<file path="src/rtl/uart_mm_cmd_bridge.sv">
// UART byte-stream command bridge: decodes read/write burst frames into
// memory accesses, streams read data back and answers writes with ACK/NAK.
module uart_mm_cmd_bridge #(
  parameter int NUM_BYTES_DATA    = 4,
  parameter int NUM_BYTES_ADDRESS = 1,
  parameter int TIMEOUT_CYCLES    = 1000000
) (
  input  logic                           clk,
  input  logic                           arst_n,
  input  logic                           rx_valid,
  input  logic [7:0]                     rx_data,
  output logic                           tx_valid,
  input  logic                           tx_ready,
  output logic [7:0]                     tx_data,
  output logic                           mem_we,
  output logic [NUM_BYTES_ADDRESS*8-1:0] mem_waddr,
  output logic [NUM_BYTES_DATA*8-1:0]    mem_wdata,
  output logic                           mem_re,
  output logic [NUM_BYTES_ADDRESS*8-1:0] mem_raddr,
  input  logic [NUM_BYTES_DATA*8-1:0]    mem_rdata,
  input  logic                           mem_rdy,
  output logic                           busy,
  output logic                           drop_pulse
);

  localparam int AW = NUM_BYTES_ADDRESS * 8;
  localparam int DW = NUM_BYTES_DATA * 8;
  localparam int TW = $clog2(TIMEOUT_CYCLES + 1);

  localparam logic [2:0]    ADDR_LAST = 3'(NUM_BYTES_ADDRESS - 1);
  localparam logic [2:0]    DATA_LAST = 3'(NUM_BYTES_DATA - 1);
  localparam logic [TW-1:0] TMO_LIMIT = TW'(TIMEOUT_CYCLES);
  localparam logic [7:0]    ACK       = 8'hA5;
  localparam logic [7:0]    NAK       = 8'h5A;

  typedef enum logic [2:0] {
    IDLE,
    ADDR,
    WDATA,
    WRITE,
    RD_REQ,
    RD_SEND,
    RESP
  } state_t;

  state_t        state;
  logic          is_read;
  logic [6:0]    words_left;
  logic [2:0]    byte_cnt;
  logic [TW-1:0] tmo_cnt;
  logic [AW-1:0] addr;
  logic [DW-1:0] word;

  logic [AW-1:0] addr_shift;
  logic [AW-1:0] addr_inc;
  logic [DW-1:0] word_shift;
  logic [DW-1:0] word_next_tx;

  assign addr_shift   = AW'({addr, rx_data});
  assign addr_inc     = addr + AW'(1);
  assign word_shift   = DW'({word, rx_data});
  assign word_next_tx = word << 8;

  assign busy       = (state != IDLE);
  // Bytes arriving while the bridge is not collecting a frame are discarded in the same cycle.
  assign drop_pulse = rx_valid && (state inside {WRITE, RD_REQ, RD_SEND, RESP});

  always_ff @(posedge clk or negedge arst_n) begin
    if (!arst_n) begin
      state      <= IDLE;
      is_read    <= 1'b0;
      words_left <= '0;
      byte_cnt   <= '0;
      tmo_cnt    <= '0;
      addr       <= '0;
      word       <= '0;
      tx_valid   <= 1'b0;
      tx_data    <= '0;
      mem_we     <= 1'b0;
      mem_waddr  <= '0;
      mem_wdata  <= '0;
      mem_re     <= 1'b0;
      mem_raddr  <= '0;
    end else begin
      case (state)
        IDLE: begin
          if (rx_valid) begin
            is_read    <= rx_data[7];
            words_left <= rx_data[6:0];
            byte_cnt   <= '0;
            tmo_cnt    <= '0;
            state      <= ADDR;
          end
        end

        ADDR: begin
          // An accepted byte takes priority over a timeout reached in the same cycle.
          if (rx_valid) begin
            addr    <= addr_shift;
            tmo_cnt <= '0;
            if (byte_cnt == ADDR_LAST) begin
              byte_cnt <= '0;
              if (is_read) begin
                mem_re    <= 1'b1;
                mem_raddr <= addr_shift;
                state     <= RD_REQ;
              end else begin
                state <= WDATA;
              end
            end else begin
              byte_cnt <= byte_cnt + 3'd1;
            end
          end else if (tmo_cnt >= TMO_LIMIT) begin
            tx_valid <= 1'b1;
            tx_data  <= NAK;
            state    <= RESP;
          end else begin
            tmo_cnt <= tmo_cnt + TW'(1);
          end
        end

        WDATA: begin
          if (rx_valid) begin
            word    <= word_shift;
            tmo_cnt <= '0;
            if (byte_cnt == DATA_LAST) begin
              byte_cnt  <= '0;
              mem_we    <= 1'b1;
              mem_waddr <= addr;
              mem_wdata <= word_shift;
              state     <= WRITE;
            end else begin
              byte_cnt <= byte_cnt + 3'd1;
            end
          end else if (tmo_cnt >= TMO_LIMIT) begin
            tx_valid <= 1'b1;
            tx_data  <= NAK;
            state    <= RESP;
          end else begin
            tmo_cnt <= tmo_cnt + TW'(1);
          end
        end

        WRITE: begin
          mem_we <= 1'b0;
          addr   <= addr_inc;
          if (words_left == 7'd0) begin
            tx_valid <= 1'b1;
            tx_data  <= ACK;
            state    <= RESP;
          end else begin
            words_left <= words_left - 7'd1;
            state      <= WDATA;
          end
        end

        RD_REQ: begin
          if (mem_rdy) begin
            mem_re   <= 1'b0;
            word     <= mem_rdata;
            tx_valid <= 1'b1;
            tx_data  <= mem_rdata[DW-1 -: 8];
            byte_cnt <= '0;
            state    <= RD_SEND;
          end
        end

        RD_SEND: begin
          // The captured word is shifted left so the next byte to send is always at the top.
          if (tx_ready) begin
            if (byte_cnt == DATA_LAST) begin
              byte_cnt <= '0;
              tx_valid <= 1'b0;
              addr     <= addr_inc;
              if (words_left == 7'd0) begin
                state <= IDLE;
              end else begin
                words_left <= words_left - 7'd1;
                mem_re     <= 1'b1;
                mem_raddr  <= addr_inc;
                state      <= RD_REQ;
              end
            end else begin
              byte_cnt <= byte_cnt + 3'd1;
              word     <= word_next_tx;
              tx_data  <= word_next_tx[DW-1 -: 8];
            end
          end
        end

        RESP: begin
          if (tx_ready) begin
            tx_valid <= 1'b0;
            state    <= IDLE;
          end
        end

        default: state <= IDLE;
      endcase
    end
  end

endmodule

</file>
<file path="config.mk">
export PLATFORM = sky130hd
export DESIGN_NAME = uart_mm_cmd_bridge
export DESIGN_NICKNAME = d
export VERILOG_FILES = /design/src/rtl/uart_mm_cmd_bridge.sv
export SDC_FILE = /design/constraint.sdc
export NUM_CORES = 1
export LEC_CHECK = 0
export ABC_CLOCK_PERIOD_IN_PS = 4500
export CAP_MARGIN = 20
export CORE_MARGIN = 2
export CORE_UTILIZATION = 58
export CTS_CLUSTER_SIZE = 24
export DETAILED_ROUTE_END_ITERATION = 8
export GPL_TIMING_DRIVEN = 1
export MAX_ROUTING_LAYER = met4
export PLACE_DENSITY = 0.86
export SYNTH_ARGS = -nofsm -noshare
export SYNTH_HDL_FRONTEND = slang
export SYNTH_SLANG_ARGS = --single-unit
export TNS_END_PERCENT = 5
</file>
<file path="constraint.sdc">
create_clock -name clk -period 4.5 [get_ports clk]
set_clock_uncertainty 0.15 [all_clocks]
set_input_delay 0.9 -clock clk [delete_from_list [all_inputs] [get_ports clk]]
set_output_delay 0.9 -clock clk [all_outputs]
set_load 0.01 [all_outputs]
</file>
Word level (Yosys, flattened, before mapping)
Cells that the tools add are included.
{ "totals": {"regBits": 125, "inputBits": 45, "out_inout_bits": 61, "word_cells": 147} }
{ "classes": {"n_addsub": 4, "magnitude_cmp": 1, "n_eq_ne": 25, "muxes": 73, "n_reduce_logical": 30} }
{ "ops": {"columns": ["cell", "n"], "rows": [
  ["8-bit 2-to-1 mux", 15],
  ["24-bit 2-to-1 mux", 4],
  ["24-bit case mux with 3 select lines", 1],
  ["20-bit 2-to-1 mux", 3],
  ["3-bit 2-to-1 mux", 20],
  ["20-bit case mux with 2 select lines", 1],
  ["8-bit case mux with 4 select lines", 1],
  ["7-bit 2-to-1 mux", 4],
  ["2-bit inequality test, second input constant", 12],
  ["8-bit case mux with 3 select lines", 1],
  ["3-bit case mux with 7 select lines", 1],
  ["7-bit case mux with 3 select lines", 1],
  ["7-bit AND reduction", 3],
  ["20-bit by 1-bit adder with 20-bit output, second input constant", 1],
  ["20-bit greater-or-equal comparator, second input constant", 1],
  ["1-bit 2-to-1 mux", 16],
  ["8-bit case mux with 2 select lines", 1],
  ["8-bit AND reduction", 2],
  ["3-bit case mux with 5 select lines", 1],
  ["3-bit nonzero test", 5],
  ["5-bit nonzero test", 2],
  ["3-bit by 2-bit == test with 1-bit output, second input constant", 3],
  ["3-bit == test, second input constant", 3],
  ["3-bit inequality test, second input constant", 3],
  ["other kinds (19)", 28]
]} }

Longest topological paths before layout
{ "depth": {"depth_word": 5, "ltp_mapped": 9, "mapped_depth_nobuf": 7} }

Worst setup path after synthesis
OpenSTA, ideal clock, no wires.
{ "synth_path": {"path_type": "reg2out", "from": "reg state[0]", "to": "out drop_pulse", "arrival_ps": 1487, "path_slack_ps": 1963, "path_stages_with_launch": 7, "n_path_buf": 3, "cell_sequence": "dfrtp_1 > buf_2 > buf_2 > buf_1 > nand2_1 > xnor2_1 > nor2_1"} }
{ "synth_via": {"elab_chain_len": 3} }
{ "synth_rtl": {"columns": ["element", "line", "text"], "rows": [
  ["start: declaration", "46", "state_t state;"],
  ["start signal: assignment", "70", "state <= IDLE;"],
  ["start signal: assignment", "92", "state <= ADDR;"],
  ["start signal: assignment", "106", "state <= RD_REQ;"],
  ["3-bit by 2-bit == test with 1-bit output or 3-bit == test (tied branches)", "66", "assign drop_pulse = rx_valid && (state inside {WRITE, RD_REQ, RD_SEND, RESP});"],
  ["4-bit nonzero test (*)", "66", null],
  ["1-bit logical AND (*)", "66", null],
  ["end: declaration", "23", "output logic drop_pulse"]
]} }
Every way passes the cells marked *; elsewhere a longest branch is shown, timed or not.

Worst setup path after layout
{ "layout_path": {"from": "reg state[1]", "to": "out busy"} }
{ "layout_via": {"elab_chain_len": 1} }
{ "layout_rtl": {"columns": ["element", "line", "text"], "rows": [
  ["3-bit nonzero test", "64", "assign busy = (state != IDLE);"],
  ["end: declaration", "22", "output logic busy,"]
]} }
Every way passes these cells.

==> summary.txt <==
DRC violation count after routing: 0
Largest net degree at the start of global routing: 126
Register area share after synthesis: 47.6%
Post-Synthesis Cells: 664
Root Driver: clkbuf_16
Clock sinks: 125
Worst Slack Setup Final: 1.00 ns
RSZ-0062 raised after global routing: no
Setup Slack @ Placement: 0.925 ns
Main combinational cell family by area after synthesis: compound AO/OA/AOI/OAI gates
Post-synth top area share: 47.6%
Startpoint Class: flip-flop
Syn Nets: 718
Pleak: 3.58 nW
Area Overhead vs Synth: 26.2%
Max VDD drop: 0.000444 V
Initial antenna violation count: 0
Top-Level Pins: 106
Antenna-violating nets left: 0
Max Slew Vio Count: 0
Num CTS Buffers: 17
Cell Area, Synth: 0.00657 mm^2
Asr flop ratio synth: 100%
Number of flops mapped to enable cells by yosys: 0
Total gr overflow: 0
Synth Flop Type: dfrtp_1
Hold Violations, Final: 0
Main area contributors after synthesis: dfrtp_1, mux2_2, o21ai_0
Final cell count without fillers: 906
Arrival time at the worst endpoint: 2.45 ns
Placed Area: 0.00769 mm^2
Worst Setup End Kind: output pin
Worst-path clk slew: 0.06 ns
Placed insts: 875
Post-route cell area: 0.00829 mm^2
Vias in the first global route: 5821
Compound-gate portion of the synthesized area: 17.6%
Tightest Pin Transition: 1.03 ns
Vias: 5764
First-pass GRT wire length: 29500 um
Mux cell area share after synthesis: 11.9%
Fraction of layout cells with a size suffix above 1: 14.1%
Via density per instance: 6.36
PwrDens: 665 mW/mm^2
Die H: 110 um
Max-cap check violation count: 0
FMAX: 286 MHz
Final setup violating endpoints: 0
Initial DRC count: 582
First-pass iteration count of the detailed router: 7
Initial Util: 60.1%
Yosys warns: 0
HPWL after detailed placement: 11600 um
GPL Wtd Cong: 0.898
H-tree depth: 4
Synth Area in Simple Gates: 15.2%
CP Class: flip-flop to output pin
Post-CTS Setup Bufs: 0
Final setup TNS: 0 ns
Fin crit period: 3.50 ns
Status: finished clean
Core region area: 0.0109 mm^2
Post-Synth Adder-Cell Area: 1.71%
Total Wirelength: 18200 um
Clock Tree Buf Depth: 2
WL/cell: 20.1 um
Area leader, netlist: dfrtp_1
I/O Buffers: 105
DIE AREA: 0.0122 mm^2
Post-Syn Area per Cell: 9.90 um^2
CP required: 3.45 ns
CTS tree: yes
Clock latency on the worst-skew pair: 0.42 ns
Cell variety after synth: 70
Worst min-delay path category: flip-flop to flip-flop
Total GRT Usage: 30.8%
Relative slew slack: 31.0%
Row count: 38
Yosys reg bits: 125
NumNets Final: 808
Final Cycle Share: 77.7%
Synth Area in XOR/XNOR: 1.58%
CTS Hold Buffers Added: 0
Ant. Diodes: 0
Post-CTS Resized: 0
Chip width: 110 um
Crit-path max FO: 28
Reg-to-reg slack, setup: 1.12 ns
## worst max-delay path, cell delays in order (launching register included)
cell             delay, ns
dfrtp_1               0.91
inv_1                 0.26
nand3_1               0.22
clkdlybuf4s50_1       0.63
## Yosys cell counts (2+ instances only)
cell type,n
dfrtp_1,125
nand2_1,62
o21ai_0,57
a21oi_1,53
mux2_2,49
nor2_1,40
nand3_1,24
clkbuf_1,23
mux2i_1,22
inv_1,17
and3_1,14
buf_2,14
nor3_1,13
o31ai_1,13
o21ai_1,10
ha_1,9
or4_1,9
xnor2_1,8
a31oi_1,7
nand2b_1,5
o22ai_1,5
or3_1,5
a22o_1,4
nand4_1,4
nor2b_1,4
a211oi_1,3
a31o_2,3
and2_1,3
buf_1,3
buf_4,3
buf_6,3
nor3b_1,3
o22a_1,3
a21boi_0,2
a21o_1,2
a22oi_1,2
a31o_1,2
a41oi_1,2
nand3b_1,2
xor2_1,2
## layout make-up
type | instances | area [um^2]
multi-input combinational | 476 | 3170
sequential | 125 | 3130
fill | 709 | 2640
timing repair buffer | 117 | 1150
clock buffer | 19 | 443
tap | 140 | 175
clock inverter | 12 | 161
inverter | 17 | 63.8
## worst paths after layout
| kind | endpoint | from | cells after the start |
|---|---|---|---|
| worst max-delay path | busy | state[1]$_DFFE_PN0P_ | 3 |
| worst min-delay path | tx_valid$_DFFE_PN0P_ | tx_valid$_DFFE_PN0P_ | 1 |
| worst max register to register | words_left[5]$_DFFE_PN0P_ | state[1]$_DFFE_PN0P_ | 5 |
| worst min register to register | tx_valid$_DFFE_PN0P_ | tx_valid$_DFFE_PN0P_ | 1 |
| max in group asynchronous | words_left[6]$_DFFE_PN0P_ | arst_n | 2 |
| min in group asynchronous | state[2]$_DFFE_PN0P_ | arst_n | 2 |
## layout by cell type, fill, tap and decap left out, types with 4 or more instances in the layout
cell type / count
dfrtp_1: 125
clkdlybuf4s50_1: 104
nand2_1: 62
o21ai_0: 57
a21oi_1: 53
mux2_2: 49
nor2_1: 39
nand3_1: 23
mux2i_1: 22
inv_1: 17
clkbuf_16: 17
and3_1: 14
nor3_1: 13
o31ai_1: 13
buf_4: 12
o21ai_1: 10
or4_1: 9
ha_1: 9
xnor2_1: 8
a31oi_1: 7
or3_1: 5
nand2b_1: 5
o22ai_1: 5
nand4_1: 4
nor2b_1: 4
a22o_1: 4
## layer usage
metal,vias up,global-route usage (%),part of all wire (%)
met1,2797,38.9,40
met2,307,48.3,49
met4,0,13.3,3.5
li1,2593,-,-
met3,67,6.81,7.7
met5,-,-,0
## state kept, by name, summed over array words and instances, names as in the netlist
register / flops
word: 24
mem_re: 1
byte_cnt: 3
words_left: 7
is_read: 1
addr: 8
tmo_cnt: 20
mem_raddr: 8
state: 3
mem_waddr: 8
tx_valid: 1
tx_data: 8
mem_we: 1
mem_wdata: 32
## cells by family (layout without fill, tap and decap cells)
logic type	count (synthesis)	in the layout
AOI/OAI and AO/OA	186	186
buffers and inverters	63	165
muxes	72	72
and+or+nand+nor	198	198
xor gates and xnor gates	11	11
adders and majority gates	9	9
DFF	125	125
## through the flow
step	util, %	power [mW]	hold WS, ns
CTS	75.8	5.48	0.344
global placement	70.3	3.91	0.324
finish	75.8	5.52	0.348
floorplan	-	3.15	0.304
global route	75.8	5.79	0.368
detailed placement	70.3	4.02	0.326
## power breakdown
| group | switching (mW) | total (mW) | internal, mW |
|---|---|---|---|
| Clock | 0.529 | 1.42 | 0.888 |
| Combinational | 1.15 | 2.20 | 1.05 |
| Sequential | 0.372 | 1.90 | 1.53 |
No activity file was read; power rests on OpenSTA's default activity.
